===== config.mk =====
export PLATFORM = sky130hd
export DESIGN_NAME = ps2_host_tx
export DESIGN_NICKNAME = d
export VERILOG_FILES = /design/src/rtl/ps2_pkg.sv /design/src/rtl/ps2_us_tick.sv /design/src/rtl/ps2_host_tx.sv
export SDC_FILE = /design/constraint.sdc
export NUM_CORES = 1
export LEC_CHECK = 0
export ABC_CLOCK_PERIOD_IN_PS = 2900
export CORE_MARGIN = 1.5
export CORE_UTILIZATION = 59
export CTS_BUF_LIST = sky130_fd_sc_hd__clkbuf_4 sky130_fd_sc_hd__clkbuf_8 sky130_fd_sc_hd__clkbuf_16
export DETAILED_ROUTE_END_ITERATION = 8
export PLACE_DENSITY_LB_ADDON = 0.08
export REMOVE_ABC_BUFFERS = 1
export SLEW_MARGIN = 40
export SYNTH_ARGS = -nofsm -noshare
export SYNTH_HDL_FRONTEND = slang
export SYNTH_SLANG_ARGS = --single-unit
export TNS_END_PERCENT = 20

===== constraint.sdc =====
create_clock -name qzt_clk -period 2.9 [get_ports qzt_clk]
set_clock_uncertainty 0.05 [all_clocks]
set_input_delay 0.29 -clock qzt_clk [delete_from_list [all_inputs] [get_ports qzt_clk]]
set_output_delay 0.29 -clock qzt_clk [all_outputs]
set_load 0.01 [all_outputs]

===== src/rtl/ps2_pkg.sv =====
// Shared PS/2 definitions for the host transmitter (and the planned receiver).
// Contents: FSM state encoding, transaction error codes, frame length, and
// the odd-parity helper.
package ps2_pkg;

    typedef enum logic [2:0] {
        ST_IDLE    = 3'd0,
        ST_INHIBIT = 3'd1,
        ST_RTS     = 3'd2,
        ST_SHIFT   = 3'd3,
        ST_ACKWAIT = 3'd4,
        ST_FAIL    = 3'd5
    } ps2_state_e;

    typedef enum logic [1:0] {
        ERR_OK     = 2'b00,
        ERR_RTS_TO = 2'b01,
        ERR_PKT_TO = 2'b10,
        ERR_NACK   = 2'b11
    } ps2_err_e;

    // start + 8 data + parity + stop, with the ACK sampled on the 11th edge
    localparam int PS2_FRAME_BITS = 11;

    function automatic logic odd_parity(input logic [7:0] b);
        return ~^b;
    endfunction

endpackage


===== src/rtl/ps2_us_tick.sv =====
// 1 us tick generator: free-running divider of the system clock.
// Ports:
//   qzt_clk  - system clock
//   reset_n  - asynchronous active-low reset
//   restart  - synchronous restart; next tick comes a full period later
//   tick     - one-cycle pulse every CLK_HZ/1e6 cycles
module ps2_us_tick #(
    parameter int CLK_HZ = 50000000
) (
    input  logic qzt_clk,
    input  logic reset_n,
    input  logic restart,
    output logic tick
);
    localparam int DIV   = (CLK_HZ / 1000000) < 1 ? 1 : (CLK_HZ / 1000000);
    localparam int CNT_W = DIV > 1 ? $clog2(DIV) : 1;

    logic [CNT_W-1:0] cnt_q, cnt_d;

    assign tick = (cnt_q == CNT_W'(DIV - 1));

    always_comb begin
        cnt_d = cnt_q + CNT_W'(1);
        if (restart || tick) begin
            cnt_d = '0;
        end
    end

    always_ff @(posedge qzt_clk or negedge reset_n) begin
        if (!reset_n) begin
            cnt_q <= '0;
        end else begin
            cnt_q <= cnt_d;
        end
    end

endmodule


===== src/rtl/ps2_host_tx.sv =====
// PS/2 host-to-device transmitter. Takes one command byte per valid/ready
// handshake, inhibits the bus, requests to send, shifts the 11-bit frame on
// device clock falling edges and checks the device ACK, with watchdogs.
// Ports:
//   qzt_clk, reset_n     - clock, asynchronous active-low reset
//   tx_data/tx_valid     - command byte and request; tx_ready high in IDLE
//   ps2c_in, ps2d_in     - raw pad levels (asynchronous)
//   ps2c_oe, ps2d_oe     - open-drain pull-low enables
//   busy, done, err,
//   err_code             - status; err/err_code qualified by done
// Optional build macro: PS2_TX_RESEND_EN (retry NACKed bytes up to MAX_RETRY).
//
// state   | meaning
// IDLE    | lines released, ready for a byte
// INHIBIT | PS2C held low, then start bit driven before PS2C release
// RTS     | waiting for the device's first clock falling edge
// SHIFT   | driving data/parity/stop, sampling ACK on the 11th edge
// ACKWAIT | waiting for both lines to return high
// FAIL    | lines released, error reported on the way back to IDLE
module ps2_host_tx
    import ps2_pkg::*;
#(
    parameter int CLK_HZ            = 50000000,
    parameter int INHIBIT_US        = 100,
    parameter int RTS_TIMEOUT_US    = 15000,
    parameter int PACKET_TIMEOUT_US = 2000,
    parameter int SYNC_STAGES       = 2,
    parameter int MAX_RETRY         = 3
) (
    input  logic       qzt_clk,
    input  logic       reset_n,
    input  logic [7:0] tx_data,
    input  logic       tx_valid,
    output logic       tx_ready,
    input  logic       ps2c_in,
    input  logic       ps2d_in,
    output logic       ps2c_oe,
    output logic       ps2d_oe,
    output logic       busy,
    output logic       done,
    output logic       err,
    output logic [1:0] err_code
);
    localparam int MAX_A = INHIBIT_US > RTS_TIMEOUT_US ? INHIBIT_US : RTS_TIMEOUT_US;
    localparam int MAX_T = MAX_A > PACKET_TIMEOUT_US ? MAX_A : PACKET_TIMEOUT_US;
    localparam int TMR_W = $clog2(MAX_T) + 1;

    ps2_state_e state_q, state_d;
    ps2_err_e   fail_code_q, fail_code_d, err_code_q, err_code_d;
    logic [SYNC_STAGES-1:0] c_sync_q, c_sync_d, d_sync_q, d_sync_d;
    logic       c_prev_q, c_prev_d;
    logic [TMR_W-1:0] tmr_q, tmr_d;
    logic [7:0] data_q, data_d;
    logic       parity_q, parity_d;
    logic [3:0] bit_idx_q, bit_idx_d, nxt_idx;
    logic       dval_q, dval_d;
    logic       inh_start_q, inh_start_d;
    logic       rdy_en_q, rdy_en_d;
    logic       done_q, done_d, err_q, err_d;
    logic       c_s, d_s, fe, tick, tmr_zero;
`ifdef PS2_TX_RESEND_EN
    localparam int RTY_W = $clog2(MAX_RETRY + 1) < 1 ? 1 : $clog2(MAX_RETRY + 1);
    logic [RTY_W-1:0] retry_q, retry_d;
`endif

    ps2_us_tick #(.CLK_HZ(CLK_HZ)) u_tick (
        .qzt_clk (qzt_clk),
        .reset_n (reset_n),
        .restart (state_d != state_q),
        .tick    (tick)
    );

    assign c_s      = c_sync_q[SYNC_STAGES-1];
    assign d_s      = d_sync_q[SYNC_STAGES-1];
    assign fe       = c_prev_q & ~c_s;
    assign tmr_zero = (tmr_q == '0);
    assign done     = done_q;
    assign err      = err_q;
    assign err_code = err_code_q;

    always_ff @(posedge qzt_clk or negedge reset_n) begin
        if (!reset_n) begin
            state_q     <= ST_IDLE;
            fail_code_q <= ERR_OK;
            err_code_q  <= ERR_OK;
            c_sync_q    <= '1;
            d_sync_q    <= '1;
            c_prev_q    <= 1'b1;
            tmr_q       <= '0;
            data_q      <= '0;
            parity_q    <= 1'b0;
            bit_idx_q   <= '0;
            dval_q      <= 1'b1;
            inh_start_q <= 1'b0;
            rdy_en_q    <= 1'b0;
            done_q      <= 1'b0;
            err_q       <= 1'b0;
`ifdef PS2_TX_RESEND_EN
            retry_q     <= '0;
`endif
        end else begin
            state_q     <= state_d;
            fail_code_q <= fail_code_d;
            err_code_q  <= err_code_d;
            c_sync_q    <= c_sync_d;
            d_sync_q    <= d_sync_d;
            c_prev_q    <= c_prev_d;
            tmr_q       <= tmr_d;
            data_q      <= data_d;
            parity_q    <= parity_d;
            bit_idx_q   <= bit_idx_d;
            dval_q      <= dval_d;
            inh_start_q <= inh_start_d;
            rdy_en_q    <= rdy_en_d;
            done_q      <= done_d;
            err_q       <= err_d;
`ifdef PS2_TX_RESEND_EN
            retry_q     <= retry_d;
`endif
        end
    end

    always_comb begin
        c_sync_d    = {c_sync_q[SYNC_STAGES-2:0], ps2c_in};
        d_sync_d    = {d_sync_q[SYNC_STAGES-2:0], ps2d_in};
        c_prev_d    = c_s;
        rdy_en_d    = 1'b1;
        state_d     = state_q;
        fail_code_d = fail_code_q;
        err_code_d  = err_code_q;
        data_d      = data_q;
        parity_d    = parity_q;
        bit_idx_d   = bit_idx_q;
        nxt_idx     = bit_idx_q + 4'd1;
        dval_d      = dval_q;
        inh_start_d = inh_start_q;
        done_d      = 1'b0;
        err_d       = err_q;
`ifdef PS2_TX_RESEND_EN
        retry_d     = retry_q;
`endif
        // down-counter in 1 us ticks, holds at zero
        tmr_d = tmr_q;
        if (tick && !tmr_zero) begin
            tmr_d = tmr_q - TMR_W'(1);
        end

        case (state_q)
            ST_IDLE: begin
                if (tx_valid && rdy_en_q) begin
                    data_d      = tx_data;
                    parity_d    = odd_parity(tx_data);
                    inh_start_d = 1'b0;
                    tmr_d       = TMR_W'(INHIBIT_US);
                    state_d     = ST_INHIBIT;
`ifdef PS2_TX_RESEND_EN
                    retry_d     = '0;
`endif
                end
            end
            ST_INHIBIT: begin
                // start bit goes low one cycle before PS2C is released
                if (inh_start_q) begin
                    inh_start_d = 1'b0;
                    tmr_d       = TMR_W'(RTS_TIMEOUT_US);
                    state_d     = ST_RTS;
                end else if (tmr_zero) begin
                    inh_start_d = 1'b1;
                end
            end
            ST_RTS: begin
                if (fe) begin
                    bit_idx_d = 4'd1;
                    dval_d    = data_q[0];
                    tmr_d     = TMR_W'(PACKET_TIMEOUT_US);
                    state_d   = ST_SHIFT;
                end else if (tmr_zero) begin
                    fail_code_d = ERR_RTS_TO;
                    state_d     = ST_FAIL;
                end
            end
            ST_SHIFT: begin
                if (tmr_zero) begin
                    fail_code_d = ERR_PKT_TO;
                    state_d     = ST_FAIL;
                end else if (fe) begin
                    bit_idx_d = nxt_idx;
                    if (nxt_idx <= 4'd8) begin
                        dval_d = data_q[bit_idx_q[2:0]];
                    end else if (nxt_idx == 4'd9) begin
                        dval_d = parity_q;
                    end else if (nxt_idx == 4'd10) begin
                        dval_d = 1'b1;
                    end else if (nxt_idx == 4'(PS2_FRAME_BITS)) begin
                        if (!d_s) begin
                            state_d = ST_ACKWAIT;
                        end else begin
`ifdef PS2_TX_RESEND_EN
                            if (retry_q < RTY_W'(MAX_RETRY)) begin
                                retry_d     = retry_q + RTY_W'(1);
                                inh_start_d = 1'b0;
                                tmr_d       = TMR_W'(INHIBIT_US);
                                state_d     = ST_INHIBIT;
                            end else begin
                                fail_code_d = ERR_NACK;
                                state_d     = ST_FAIL;
                            end
`else
                            fail_code_d = ERR_NACK;
                            state_d     = ST_FAIL;
`endif
                        end
                    end
                end
            end
            ST_ACKWAIT: begin
                // packet timer keeps running from the SHIFT phase
                if (tmr_zero) begin
                    fail_code_d = ERR_PKT_TO;
                    state_d     = ST_FAIL;
                end else if (c_s && d_s) begin
                    done_d     = 1'b1;
                    err_d      = 1'b0;
                    err_code_d = ERR_OK;
                    state_d    = ST_IDLE;
                end
            end
            ST_FAIL: begin
                done_d     = 1'b1;
                err_d      = 1'b1;
                err_code_d = fail_code_q;
                state_d    = ST_IDLE;
            end
            default: state_d = ST_IDLE;
        endcase
    end

    always_comb begin
        tx_ready = 1'b0;
        busy     = 1'b0;
        ps2c_oe  = 1'b0;
        ps2d_oe  = 1'b0;
        case (state_q)
            ST_IDLE:    tx_ready = rdy_en_q;
            ST_INHIBIT: begin
                busy    = 1'b1;
                ps2c_oe = 1'b1;
                ps2d_oe = inh_start_q;
            end
            ST_RTS: begin
                busy    = 1'b1;
                ps2d_oe = 1'b1;
            end
            ST_SHIFT: begin
                busy    = 1'b1;
                ps2d_oe = ~dval_q;
            end
            ST_ACKWAIT, ST_FAIL: busy = 1'b1;
            default: ;
        endcase
    end

endmodule

## Word-level counts from Yosys, hierarchy flattened

Index checks and enable logic that the tools add are counted.
W data, S select, Z words.

- Add/sub/neg operators: 3
- $mul: 0
- Divide/modulo/power cells: 0
- $lt $le $gt $ge: 2
- Equal/unequal tests: 26
- Shift operators: 0
- Multiplexer cells: 61
- Bitwise logic cells: 3
- Reduce and logical (&&, ||, !) cells: 19

Operators with widths:

| kind | count |
|---|---|
| $mux W15 | 4 |
| $pmux W15 S3 | 1 |
| $mux W3 | 12 |
| $mux W2 | 12 |
| $mux W1 | 18 |
| $ne A2 B2 Y1 const B | 9 |
| $ne A3 B3 Y1 const B | 6 |
| $logic_not A15 Y1 | 1 |
| $pmux W3 S5 | 1 |
| $sub A15 B1 Y15 const B | 1 |
| $eq A4 B4 Y1 const B | 3 |
| $mux W4 | 3 |
| $reduce_and A10 Y1 | 1 |
| $pmux W1 S2 | 4 |
| $pmux W4 S2 | 1 |
| $reduce_xnor A8 Y1 | 1 |
| $add A6 B1 Y6 const B | 1 |
| $eq A3 B2 Y1 const B | 2 |
| $eq A3 B3 Y1 const B | 2 |
| $eq A6 B6 Y1 const B | 1 |
| $mux W6 | 1 |
| $pmux W2 S3 | 1 |
| $reduce_bool A2 Y1 | 3 |
| $reduce_and A5 Y1 | 1 |
| 20 further kinds | 24 |

- Flip-flop bits (word level): 51
- Bits in latches: 0
- Bits in writable memories: 0
- Bits in read-only memories: 0
- Bits of input ports: 13
- Memories kept: 0

## Longest topological paths before layout

- Word-level depth: 12
- Gate-level depth with buffers: 9
- Gate-level depth less buffers: 7

## Hierarchy

A second synthesis with hierarchy kept.

- Cells, all modules: 302
- Area total of the unflattened synthesis: 2845.2 um2

By module, submodules not included:

| module | times used | cells an instance | area each (um2) | sequential area each (um2) |
|---|---|---|---|---|
| ps2_host_tx | 1 | 276 | 2563.7 | 1133.6 |
| ps2_us_tick | 1 | 26 | 281.5 | 150.1 |

## Worst setup path after synthesis

No wires, ideal clock.

- Path kind: reg-to-reg
- Start: register bit_idx_q[0]
- End: register fail_code_q[1]
- Library setup time: 0.126 ns
- Arrival: 1.947 ns
- Required time: 2.724 ns
- Setup slack: 0.777 ns
- Stages on the path, launching flop included: 9
- Buffers on the path: 2
- Period minus slack after synthesis: 2.123 ns
- Cell sequence: dfrtp_1 ha_1 clkbuf_1 nand2b_1 a2111oi_2 and3_1 buf_2 a221oi_1 a221o_1

- Cells in the longest elaborated chain, start to end: 4
- Elaborated cells on any way between the ends: 10

Ends and longest elaborated chain:

| what | RTL line | RTL |
|---|---|---|
| start: declaration | ps2_host_tx.sv:55 | `logic [3:0] bit_idx_q, bit_idx_d, nxt_idx;` |
| start signal: assignment | ps2_host_tx.sv:111 | `bit_idx_q <= bit_idx_d;` |
| $add A4 B1 Y4 * | ps2_host_tx.sv:134 | `nxt_idx = bit_idx_q + 4'd1;` |
| $le A4 B4 Y1, or another cell as far along | ps2_host_tx.sv:188 | `if (nxt_idx <= 4'd8) begin` |
| $ne A3 B3 Y1 (no source line) | n/a |  |
| $reduce_and A10 Y1 (no source line) * | n/a |  |
| end signal: assignment | ps2_host_tx.sv:103 | `fail_code_q <= fail_code_d;` |
| end: declaration | ps2_host_tx.sv:49 | `ps2_err_e fail_code_q, fail_code_d, err_code_q, err_code_d;` |

Mark *: on every way between the ends. The rest lies on a longest branch, timed or not.
A chain may end at the register's enable or synchronous reset.

## Worst setup path in the final report

- Start: register state_q[0]
- End: output port ps2c_oe

- Cells in the longest elaborated chain, start to end: 2

Ends and longest elaborated chain:

| what | RTL line | RTL |
|---|---|---|
| start: declaration | ps2_host_tx.sv:48 | `ps2_state_e state_q, state_d;` |
| start signal: assignment | ps2_host_tx.sv:102 | `state_q <= state_d;` |
| $eq A3 B1 Y1 | ps2_host_tx.sv:243 | `case (state_q)` |
| $mux W1 | ps2_host_tx.sv:243 |  |
| end: declaration | ps2_host_tx.sv:37 | `output logic ps2c_oe,` |

No other way between the ends.

==> reports/qor.txt <==
Core area -> 4750 µm²
Setup CP Type -> reg2out
Vias in the first global route -> 2123
RD Place Congestion -> 0.955
Commonest cells after routing, fill and taps aside -> 45 x dfrtp_1, 27 x nand2_1, 22 x xnor2_1
Slowest CP cell -> clkdlybuf4s50_1
Fin crit period -> 2.42 ns
Number of synthesized flops with an enable pin -> 0
Cell row count -> 25
Net count, final -> 336
Final hold vios -> 0
Synth cell types -> 61
IO Port Bufs -> 20
Top cell type's share of synthesized area -> 0.382
Final Cycle Share -> 0.834
Cts bufs inserted -> 5
Synth Cell Area -> 2950 µm²
Max Freq -> 413 MHz
Vias -> 2282
Post-CTS setup buffers -> 0
Total wire length -> 5950 µm
CP required -> 2.56 ns
Post-route ant nets -> 0
Starting Density -> 0.620
Critical path, cell by cell -> inv_1 -> or3_1 -> inv_1 -> clkdlybuf4s50_1
Syn Inst Count -> 298
Worst VDD drop -> 0.684 mV
Post-Synthesis Mean Instance Area -> 9.90 µm²
Fraction of layout cells with a size suffix above 1 -> 0.127
CP top delay family -> buffers and inverters
MaxCap Viol Count -> 0
Setup_tns -> 0 ns
DRT Pass-1 Iters -> 5
RSZ-0062 raised after global routing -> false
Die width -> 73.7 µm
Fin util -> 0.703
First-pass GRT wire length -> 10100 µm
Post-synthesis sequential area ratio -> 0.435
Crit. End Element -> output port
H-tree depth reported by CTS -> 2
Fraction of registers with async set/reset -> 1.00
YS warnings -> 0
Initial antenna violation count -> 0
Endpoints failing setup -> 0
DRT iter0 DRCs -> 135
Post-route DRC -> 0
Clk pin slew, worst setup/hold paths -> 0.09 ns
Gr ovfl total -> 0
CP arrival -> 2.08 ns
Ant. Diodes -> 0
Vias per Instance -> 5.96
Status -> completed
Routed WL per cell -> 15.5 µm
Clock latency on the worst-skew pair -> 0.31 ns
Io pins -> 21
Height of the die -> 73.7 µm
Worst-Margin Slew -> 0.577 ns
Max Buffers Root-to-Sink -> 2
Crit-path most repeated cell -> inv_1
Max incr delay on CP -> 0.54 ns
Dominant synthesized flop cell -> dfrtp_1
Synth top area cells -> dfrtp_1 38%, xnor2_1 6.5%, dfstp_2 5.3%
Worst hold path type -> reg2reg
Static Leak -> 1.40 nW
CTS tree -> done
Cell taking the most area after synthesis -> dfrtp_1
Root buffer cell -> clkbuf_8
Largest net degree at the start of global routing -> 48
Sink Count -> 51
Dpl hpwl -> 4320 µm
Die ar. -> 5430 µm²
#FFs+latches synth -> 51
Crit-path max FO -> 8
Pwr dens -> 844 nW/µm²
Most common cell after layout, fill and taps aside -> dfrtp_1
Slew Limit Fails -> 0
Total GRT Usage -> 0.246
Buffers & Inverters on Critical Path -> 3
Area Growth Syn to Fin -> 13.3%
Relative slew margins -> 0.613
Worst Setup Start Kind -> register
-- registers in the layout (all words and copies together), names as in the netlist --
register      flops
bit_idx_q         4
c_prev_q          1
c_sync_q          2
d_sync_q          2
data_q            8
done              1
dval_q            1
err               1
err_code          2
fail_code_q       2
inh_start_q       1
parity_q          1
rdy_en_q          1
state_q           3
tmr_q            15
u_tick.cnt_q      6
-- layer usage --
metal,share of wire,vias up,GRT usage
li1,-,1111,-
met1,0.44,1076,0.343
met2,0.48,88,0.384
met3,0.065,7,0.0494
met4,0.014,0,0.0802
met5,0,-,0
-- metrics by stage --
step / worst slack (ns) / hold WS, ns / area, µm² / std cells / power [mW]
finish: 0.480 / 0.308 / 3340 / 383 / 2.82
global route: 0.336 / 0.314 / 3340 / 383 / 3.02
CTS: 0.492 / 0.309 / 3340 / 383 / 2.83
detailed placement: 0.533 / 0.283 / 3190 / 374 / 2.23
global placement: 0.615 / 0.296 / 3190 / 374 / 2.20
floorplan: 0.565 / -0.0556 / 2880 / 282 / 1.92
-- cell type report --
cell class | instances | area (µm²)
Clock buffer | 6 | 76.3
Timing Repair Buffer | 26 | 245
Inverter | 12 | 45.0
Clock inverter | 2 | 60.1
Multi-Input combinational cell | 219 | 1550
Fill cell | 392 | 1410
Tap cell | 67 | 83.8
Sequential cell | 51 | 1280
-- synth_stat cells, drive strengths merged, types with 5 or more instances --
cell / instances
a21oi: 15
buf: 10
clkbuf: 6
dfrtp: 45
dfstp: 6
ha: 8
inv: 12
mux2: 9
nand2: 27
nand2b: 5
nand3: 5
nor2: 21
nor3: 9
nor3b: 6
nor4: 5
o21ai: 10
o22ai: 7
or3: 5
xnor2: 22
-- power by group --
| group | switching [mW] | internal (mW) | total, mW |
|---|---|---|---|
| Combinational | 0.511 | 0.514 | 1.03 |
| Sequential | 0.286 | 0.926 | 1.21 |
| Clock | 0.229 | 0.354 | 0.583 |
| Total | 1.03 | 1.79 | 2.82 |
-- path summary, 6_finish.rpt --
check	slack, ns	end	cells after the start	from
max	0.48	ps2c_oe	4	state_q[0]
min	0.31	d_sync_q[1]	0	d_sync_q[0]
max reg2reg	0.50	fail_code_q[1]	6	bit_idx_q[0]
min reg2reg	0.31	d_sync_q[1]	0	d_sync_q[0]
max in group asynchronous	1.73	c_sync_q[0]	3	reset_n
min in group asynchronous	0.47	tmr_q[12]	2	reset_n
-- cells by family after synthesis --
kind of cell / count (synthesis) / share of synthesized area
AOI/OAI and AO/OA: 64 / 0.148
xor gates and xnor gates: 26 / 0.0772
adders and majority gates: 8 / 0.0339
buffers and inverters: 28 / 0.0403
DFF: 51 / 0.435
muxes: 12 / 0.0530
other: 1 / 0.00127
and+or+nand+nor: 108 / 0.210
-- repair_timing --
item                                    4_1_cts  5_1_grt
resized for setup                             0        0
hold endpoints to repair                     45        0
endpoints found under the setup margin        0        0
hold buffers                                  1        0
Power figures use the tool's default switching activity.
